===== src/rtl/tdm_demux4_if.sv =====
// Bus bundle for the four-slot TDM demultiplexer.
// The master side drives the serial slot stream; the slave side (the demux)
// returns the assembled frame, the slot pointer and the status pulses.
interface tdm_demux4_if #(
    parameter int SLOT_W = 1
);
    logic [SLOT_W-1:0] in_s;
    logic              in_valid;
    logic              in_sync;
    logic [SLOT_W-1:0] out_00;
    logic [SLOT_W-1:0] out_01;
    logic [SLOT_W-1:0] out_10;
    logic [SLOT_W-1:0] out_11;
    logic              out_valid;
    logic [2:0]        out_select;
    logic              out_err;

    modport master (
        output in_s,
        output in_valid,
        output in_sync,
        input  out_00,
        input  out_01,
        input  out_10,
        input  out_11,
        input  out_valid,
        input  out_select,
        input  out_err
    );

    modport slave (
        input  in_s,
        input  in_valid,
        input  in_sync,
        output out_00,
        output out_01,
        output out_10,
        output out_11,
        output out_valid,
        output out_select,
        output out_err
    );
endinterface


===== src/rtl/tdm_demux4.sv =====
// tdm_demux4: four-slot time-division demultiplexer.
// Serial beats are collected into a shadow frame; when the last beat of a
// frame arrives the whole frame is copied to the outputs at once and
// out_valid pulses for one cycle. Framing problems pulse out_err.
// Optional feature: define TDM_DEMUX4_PARITY_EN to add a fifth beat per
// frame carrying even parity (bitwise XOR of slots 0..3); a mismatch
// drops the frame with out_err instead of publishing it.
module tdm_demux4 #(
    parameter int SLOT_W = 1
) (
    input  logic         clock,
    input  logic         reset,
    tdm_demux4_if.slave  bus
);

`ifdef TDM_DEMUX4_PARITY_EN
    localparam int               SEL_W    = 3;
    localparam logic [SEL_W-1:0] LAST_SEL = 3'd4;
`else
    localparam int               SEL_W    = 2;
    localparam logic [SEL_W-1:0] LAST_SEL = 2'd3;
`endif

    typedef enum logic {
        WAIT_SYNC = 1'b0,
        RUN       = 1'b1
    } state_t;

    state_t            state_q, state_d;
    logic [SEL_W-1:0]  select_q, select_d;
    logic [SLOT_W-1:0] shadow_q [4];
    logic [SLOT_W-1:0] shadow_d [4];
    logic [SLOT_W-1:0] out_q [4];
    logic [SLOT_W-1:0] out_d [4];
    logic              valid_q, valid_d;
    logic              err_q, err_d;

`ifdef TDM_DEMUX4_PARITY_EN
    logic [SLOT_W-1:0] parity_calc;

    // Expected parity beat for the frame currently held in the shadow slots.
    always_comb begin
        parity_calc = shadow_q[0] ^ shadow_q[1] ^ shadow_q[2] ^ shadow_q[3];
    end
`endif

    // All state (FSM, slot pointer, shadow frame, published frame, pulses).
    always_ff @(posedge clock or posedge reset) begin
        if (reset) begin
            state_q  <= WAIT_SYNC;
            select_q <= '0;
            valid_q  <= 1'b0;
            err_q    <= 1'b0;
            for (int i = 0; i < 4; i++) begin
                shadow_q[i] <= '0;
                out_q[i]    <= '0;
            end
        end else begin
            state_q  <= state_d;
            select_q <= select_d;
            valid_q  <= valid_d;
            err_q    <= err_d;
            for (int i = 0; i < 4; i++) begin
                shadow_q[i] <= shadow_d[i];
                out_q[i]    <= out_d[i];
            end
        end
    end

    // Next-state decode: only accepted beats move anything; pulses default low.
    always_comb begin
        state_d  = state_q;
        select_d = select_q;
        shadow_d = shadow_q;
        out_d    = out_q;
        valid_d  = 1'b0;
        err_d    = 1'b0;

        if (bus.in_valid) begin
            unique case (state_q)
                WAIT_SYNC: begin
                    if (bus.in_sync) begin
                        shadow_d[0] = bus.in_s;
                        select_d    = 1;
                        state_d     = RUN;
                    end
                end

                RUN: begin
                    if (select_q == '0) begin
                        if (bus.in_sync) begin
                            shadow_d[0] = bus.in_s;
                            select_d    = 1;
                        end else begin
                            err_d   = 1'b1;
                            state_d = WAIT_SYNC;
                        end
                    end else if (bus.in_sync) begin
                        // Early sync: abandon the partial frame and restart on this beat.
                        err_d       = 1'b1;
                        shadow_d[0] = bus.in_s;
                        select_d    = 1;
                    end else if (select_q == LAST_SEL) begin
`ifdef TDM_DEMUX4_PARITY_EN
                        if (bus.in_s == parity_calc) begin
                            out_d   = shadow_q;
                            valid_d = 1'b1;
                        end else begin
                            err_d = 1'b1;
                        end
`else
                        out_d    = shadow_q;
                        out_d[3] = bus.in_s;
                        valid_d  = 1'b1;
`endif
                        select_d = '0;
                    end else begin
                        shadow_d[select_q[1:0]] = bus.in_s;
                        select_d                = select_q + 1'b1;
                    end
                end

                default: begin
                    state_d = WAIT_SYNC;
                end
            endcase
        end
    end

    assign bus.out_00    = out_q[0];
    assign bus.out_01    = out_q[1];
    assign bus.out_10    = out_q[2];
    assign bus.out_11    = out_q[3];
    assign bus.out_valid = valid_q;
    assign bus.out_err   = err_q;
`ifdef TDM_DEMUX4_PARITY_EN
    assign bus.out_select = select_q;
`else
    assign bus.out_select = {1'b0, select_q};
`endif

endmodule


===== src/flat_wrapper.sv =====
// flat-port wrapper written by rule: the top's interface ports become plain ports
module tdm_demux4_flat 
#(
    parameter int SLOT_W = 1
)
  (clock, reset, bus_in_s, bus_in_valid, bus_in_sync, bus_out_00, bus_out_01, bus_out_10, bus_out_11, bus_out_valid, bus_out_select, bus_out_err);
  tdm_demux4_if #(.SLOT_W(SLOT_W)) bus_i ();
  input  logic clock;
  input  logic reset;
  input wire logic [$bits(bus_i.in_s)-1:0] bus_in_s;
  input wire logic [$bits(bus_i.in_valid)-1:0] bus_in_valid;
  input wire logic [$bits(bus_i.in_sync)-1:0] bus_in_sync;
  output wire logic [$bits(bus_i.out_00)-1:0] bus_out_00;
  output wire logic [$bits(bus_i.out_01)-1:0] bus_out_01;
  output wire logic [$bits(bus_i.out_10)-1:0] bus_out_10;
  output wire logic [$bits(bus_i.out_11)-1:0] bus_out_11;
  output wire logic [$bits(bus_i.out_valid)-1:0] bus_out_valid;
  output wire logic [$bits(bus_i.out_select)-1:0] bus_out_select;
  output wire logic [$bits(bus_i.out_err)-1:0] bus_out_err;
  assign bus_i.in_s = bus_in_s;
  assign bus_i.in_valid = bus_in_valid;
  assign bus_i.in_sync = bus_in_sync;
  assign bus_out_00 = bus_i.out_00;
  assign bus_out_01 = bus_i.out_01;
  assign bus_out_10 = bus_i.out_10;
  assign bus_out_11 = bus_i.out_11;
  assign bus_out_valid = bus_i.out_valid;
  assign bus_out_select = bus_i.out_select;
  assign bus_out_err = bus_i.out_err;
  tdm_demux4 #(.SLOT_W(SLOT_W)) u_core (.clock(clock), .reset(reset), .bus(bus_i));
endmodule

===== config.mk =====
export PLATFORM = sky130hd
export DESIGN_NAME = tdm_demux4_flat
export DESIGN_NICKNAME = d
export VERILOG_FILES = /design/src/rtl/tdm_demux4_if.sv /design/src/rtl/tdm_demux4.sv /design/src/flat_wrapper.sv
export SDC_FILE = /design/constraint.sdc
export NUM_CORES = 1
export LEC_CHECK = 0
export ABC_AREA = 1
export BUFFER_PORTS_ARGS = -buffer_cell sky130_fd_sc_hd__buf_2
export CAP_MARGIN = 10
export CORE_AREA = 2 2 39 41
export CTS_CLUSTER_DIAMETER = 60
export CTS_CLUSTER_SIZE = 10
export DETAILED_ROUTE_END_ITERATION = 8
export DIE_AREA = 0 0 41 43
export PLACE_DENSITY = 0.74
export RECOVER_POWER = 25
export SLEW_MARGIN = 40
export SYNTH_ARGS = -nofsm -noshare
export SYNTH_HDL_FRONTEND = slang
export SYNTH_SLANG_ARGS = --single-unit

===== constraint.sdc =====
create_clock -name clock -period 3.3 [get_ports clock]
set_input_delay 0 -clock clock [delete_from_list [all_inputs] [get_ports clock]]
set_output_delay 0 -clock clock [all_outputs]
set_load 0.02 [all_outputs]

Yosys cells after proc, flatten, opt, wreduce, memory -nomap -nowiden
Index checks and enable logic that the tools add are counted.
{"block": "totals", "in_bits": 5, "ff_bits": 13}
{"block": "classes", "reduce_logical": 5, "add_sub_neg": 1, "mux": 25, "n_eq_ne": 2, "n_bitwise": 5, "n_lt_le_gt_ge": 2}
{"op": "1-bit two-way mux", "count": 15}
{"op": "5-bit AND reduction", "count": 2}
{"op": "2-bit two-way mux", "count": 4}
{"op": "4-bit bitwise mux", "count": 1}
{"op": "4-bit two-way mux", "count": 1}
{"op": "4-bit inequality test, second input constant", "count": 1}
{"op": "1-bit NOT", "count": 4}
{"op": "1-bit one-hot mux with 2 select lines", "count": 2}
{"op": "2-bit one-hot mux with 2 select lines", "count": 1}
{"op": "3-bit greater-or-equal comparator, second input constant", "count": 1}
{"op": "3-bit by 1-bit less-than comparator with 1-bit output, second input constant", "count": 1}
{"op": "2-bit NOT with 3-bit output", "count": 1}
{"op": "2-bit by 1-bit adder with 2-bit output, second input constant", "count": 1}
{"op": "1-bit demux with 2-bit select", "count": 1}
{"op": "2-bit equality test, second input constant", "count": 1}
{"op": "2-bit logical NOT", "count": 1}
{"op": "2-bit AND reduction", "count": 1}
{"op": "1-bit logical AND", "count": 1}

Longest topological paths before layout
{"block": "depth", "depth_word": 10, "ltp_mapped": 10, "mapped_depth_nobuf": 10}

Worst setup path before layout
No wires, ideal clock.
{"block": "synth_path", "path_type": "register -> register", "from": "register u_core.select_q[0]", "to": "register u_core.out_q, in the netlist u_core.bus.out_00", "n_path_buf": 0, "arrival_time_ns": 1.348, "stages_incl_launch_ff": 8, "path_slack_ns": 1.829, "required_ns": 3.177, "cell_sequence": "dfrtp_1 -> inv_1 -> ha_1 -> inv_1 -> ha_1 -> nand2_1 -> o21ai_0 -> nand2_1"}
{"block": "synth_via", "elab_chain_cells": 3, "word_cells_on_any_way": 4}
{"element": "start: declaration", "line_no": "tdm_demux4.sv:30", "source": "logic [SEL_W-1:0] select_q, select_d;"}
{"element": "start signal: assignment", "line_no": "tdm_demux4.sv:60", "source": "select_q <= select_d;"}
{"element": "2-bit logical NOT", "line_no": "tdm_demux4.sv:90", "source": "if (select_q == '0) begin"}
{"element": "1-bit NOT (no line)"}
{"element": "5-bit AND reduction (no line) (*)"}
{"element": "end signal: indexed assignment", "line_no": "tdm_demux4.sv:65", "source": "out_q[i] <= out_d[i];"}
{"element": "end: declaration", "line_no": "tdm_demux4.sv:33", "source": "logic [SLOT_W-1:0] out_q [4];"}
Mark *: on every way between the ends. The rest lies on a longest branch, timed or not.
A chain may end at the register's enable or synchronous reset.

Worst setup path after layout
{"block": "layout_path", "from": "register u_core.select_q[0]", "to": "register u_core.out_q, in the netlist u_core.bus.out_10"}
Same word-level chain as after synthesis.

==> results.sh <==
export IMPL_post_synth_top_area_fraction_pct=45.28
export IMPL_die_x_um=41
export IMPL_drt_wirelength_per_cell_um=10.54
export IMPL_cts_setup_buffers=0
export IMPL_critPathMaxFanout=5
export IMPL_antenna_found_initial=0
export IMPL_drt_total_wl_um=1223
export IMPL_layout_drive_gt1_share_pct=20.00
export IMPL_grt_pass1_vias=533
export IMPL_use_met1_pct=24.00
export IMPL_regArea_um2=300.3
export IMPL_drtPass1Iterations=4
export IMPL_drt_iter0_drc=7
export IMPL_syn_inst=84
export IMPL_async_reset_ff_share_pct=100.0
export IMPL_htreeDepth=1
export IMPL_synth_area_leaders="dfrtp_1, nand2_1, ha_1"
export IMPL_ys_types=15
export IMPL_cts_resized=0
export IMPL_synth_seq_cells=12
export IMPL_chipHeight_um=43
export IMPL_numCtsBuffers=3
export IMPL_use_met2_pct=27.50
export IMPL_grt_pass1_wl_um=2173
export IMPL_max_stage_delay_ns=0.41
export IMPL_busiest_layer="met2"
export IMPL_synth_common_cells="nand2_1, dfrtp_1, inv_1, ha_1, nor2_1"
export IMPL_synth_edf_count=0
export IMPL_finalCritPeriodShare_pct=43.38
export IMPL_fin_skew_ns=0.001212
export IMPL_rrSetupSlack_ns=1.87
export IMPL_nFillCells=132
export IMPL_vias=551
export IMPL_multi_input_area_um2=306.5
export IMPL_synth_nets=95
export IMPL_clk_pin_slew_ns=0.07
export IMPL_clockRootBuffer="clkbuf_4"
export IMPL_seq_area_frac_synth_pct=45.28
export IMPL_syn_area_um2=663.1
export IMPL_io_buffers=12
export IMPL_critPathCaptureType="flop"
export IMPL_min_path_type="in -> reg"
export IMPL_core_rowCount=14
export IMPL_ff2ff_path_depth=7
export IMPL_start_kind="flop"
export IMPL_track_usage_pct=18.38
export IMPL_hold_viol=0
export IMPL_syn_mean_instance_area_um2=7.894
export IMPL_slew_violations=0
export IMPL_yosys_warnings=0
export IMPL_path_class="reg -> reg"
export IMPL_r2r_end="u_core.bus.out_10"
export IMPL_power_leakage_nw=0.4666
export IMPL_route_detailed_drc=0
export IMPL_ant_nets=0
export IMPL_powerDensity_nw_per_um2=805.5
export IMPL_vias_per_cell=4.750
export IMPL_fmax_mhz=698.6
export IMPL_crit_chain="inv_1 -> ha_1 -> inv_1 -> ha_1 -> nand2_1 -> o21ai_0 -> nand2_1"
export IMPL_ir_drop_uv=382.7
export IMPL_place_congestion=0.8136
export IMPL_cp_endpoint="u_core.bus.out_10"
export IMPL_die_area_um2=1763
export IMPL_clk_latency_ns=0.27
export IMPL_use_met3_pct=3.141
export IMPL_cpMaxStageDelayCell="dfrtp_1"
export IMPL_crit_required_ns=3.47
export IMPL_clock_path_buffers=2
export IMPL_dp_slack_ns=1.874
export IMPL_maxCapViolations=0
export IMPL_io_pins=14
export IMPL_synth_top_area_cell="dfrtp_1"
export IMPL_tns_ns=0
export IMPL_timing_rr_start="u_core.select_q[0]"
export IMPL_n_antenna_cell=0
export IMPL_ys_flop_type="dfrtp_1"
export IMPL_cts_tree="built"
export IMPL_syn_to_final_growth_pct=17.36
export IMPL_min_period_ns=1.431
export IMPL_core_area_um2=1384
export IMPL_grt_overflow=0
export IMPL_status="finished clean"
export IMPL_rsz0062_at_grt="no"
export IMPL_grt_max_degree=13
export IMPL_setup_worst_path_start="u_core.select_q[0]"
export IMPL_cp_data_arrival_time_ns=1.60
export IMPL_timing_final_ws_setup_ns=1.869
export IMPL_yosysMostFrequentCell="nand2_1"
export IMPL_cts_sinks=12
export IMPL_setup_violations=0
export IMPL_dpl_hpwl_um=932.6
export IMPL_layout_nets=113
export IMPL_initial_core_util_pct=47.92
[metal layers]
layer	up-vias	share of wire (%)
met5	-	0
met2	15	48
li1	288	-
met3	3	4.7
met1	245	45
met4	0	2.2
[how the worst min path moves through the flow]
stage	slack (ns)	depth (start not counted)	from	to
final	0.02	3	bus_in_valid	u_core.bus.out_valid
after global routing	0.04	3	bus_in_valid	u_core.bus.out_valid
after CTS	0.02	3	bus_in_valid	u_core.bus.out_valid
after detailed placement	0.03	2	reset	u_core.bus.out_valid
after global placement	0.03	2	reset	u_core.bus.out_err
after floorplan	-0.14	1	reset	u_core.bus.out_00
[through the flow]
| step | cells | power [W] | utilization, % | hold slack (ns) | area (µm²) |
|---|---|---|---|---|---|
| final | 116 | 0.0006269 | 56.24 | 0.01919 | 778.2 |
| after global routing | 116 | 0.0006965 | 56.24 | 0.03787 | 778.2 |
| after CTS | 116 | 0.0006326 | 56.24 | 0.01801 | 778.2 |
| after detailed placement | 111 | 0.0005397 | 53.16 | 0.03280 | 735.7 |
| after global placement | 111 | 0.0005327 | 53.16 | 0.02525 | 735.7 |
| after floorplan | 84 | 0.0004568 | - | -0.1353 | 663.1 |
[critical path, delay by kind of cell (launching register included)]
family	cells	cell delay, ns
AO/OA/AOI/OAI	1	0.18
flip-flops	1	0.41
buffers and inverters	2	0.18
adder cells (fa/ha/maj)	2	0.36
AND/OR/NAND/NOR	2	0.19
[cells by family (layout without fill, tap and decap cells)]
logic type	count (synthesis)	count (layout)	share of synthesized area (%)
AOI/OAI and AO/OA	5	5	3.773
adders and majority gates	6	6	11.32
buffers and inverters	14	30	8.490
DFF	12	12	45.28
other	1	1	0.5655
and+or+nand+nor	46	46	30.57
[final cells by class]
type / instances / share of cell area [%]
multi-input cells: 58 / 39.39
flip-flops and latches: 12 / 38.59
repair buffers: 14 / 10.29
inverters: 13 / 6.270
clock buffers: 3 / 2.894
well taps: 16 / 2.572
[power by group]
group	switching [W]	leakage [nW]	total, W	internal, W
Combinational	0.000192	0.301	0.000291	0.0000982
Clock	0.0000487	0.0138	0.0000910	0.0000423
Sequential	0.0000416	0.152	0.000245	0.000204
Total	0.000283	0.467	0.000627	0.000344
[cells in the final DEF, fill, tap and decap left out]
master / instances
nor2_1: 6
dfrtp_1: 12
nor2_4: 1
inv_2: 1
buf_2: 12
conb_1: 1
inv_1: 12
nand2_1: 29
dlygate4sd3_1: 2
nor2_2: 1
nor3_2: 1
o21ai_0: 5
ha_1: 6
nand4_1: 2
clkbuf_4: 3
nand2_2: 1
nand3_1: 5
[sequential cells by signal (all words and copies together), names as in the netlist]
| name | flops |
|---|---|
| u_core.shadow_q | 3 |
| u_core.select_q | 2 |
| u_core.bus.out_00 | 1 |
| u_core.bus.out_01 | 1 |
| u_core.bus.out_10 | 1 |
| u_core.bus.out_11 | 1 |
| u_core.bus.out_err | 1 |
| u_core.bus.out_valid | 1 |
| u_core.state_q | 1 |
[timing repair]
| action | CTS | global route |
|---|---|---|
| endpoints found under the hold margin | 13 | 0 |
| endpoints found under the setup margin | 0 | 0 |
| hold buffers | 2 | 0 |
(Power assumes the default switching activity.)
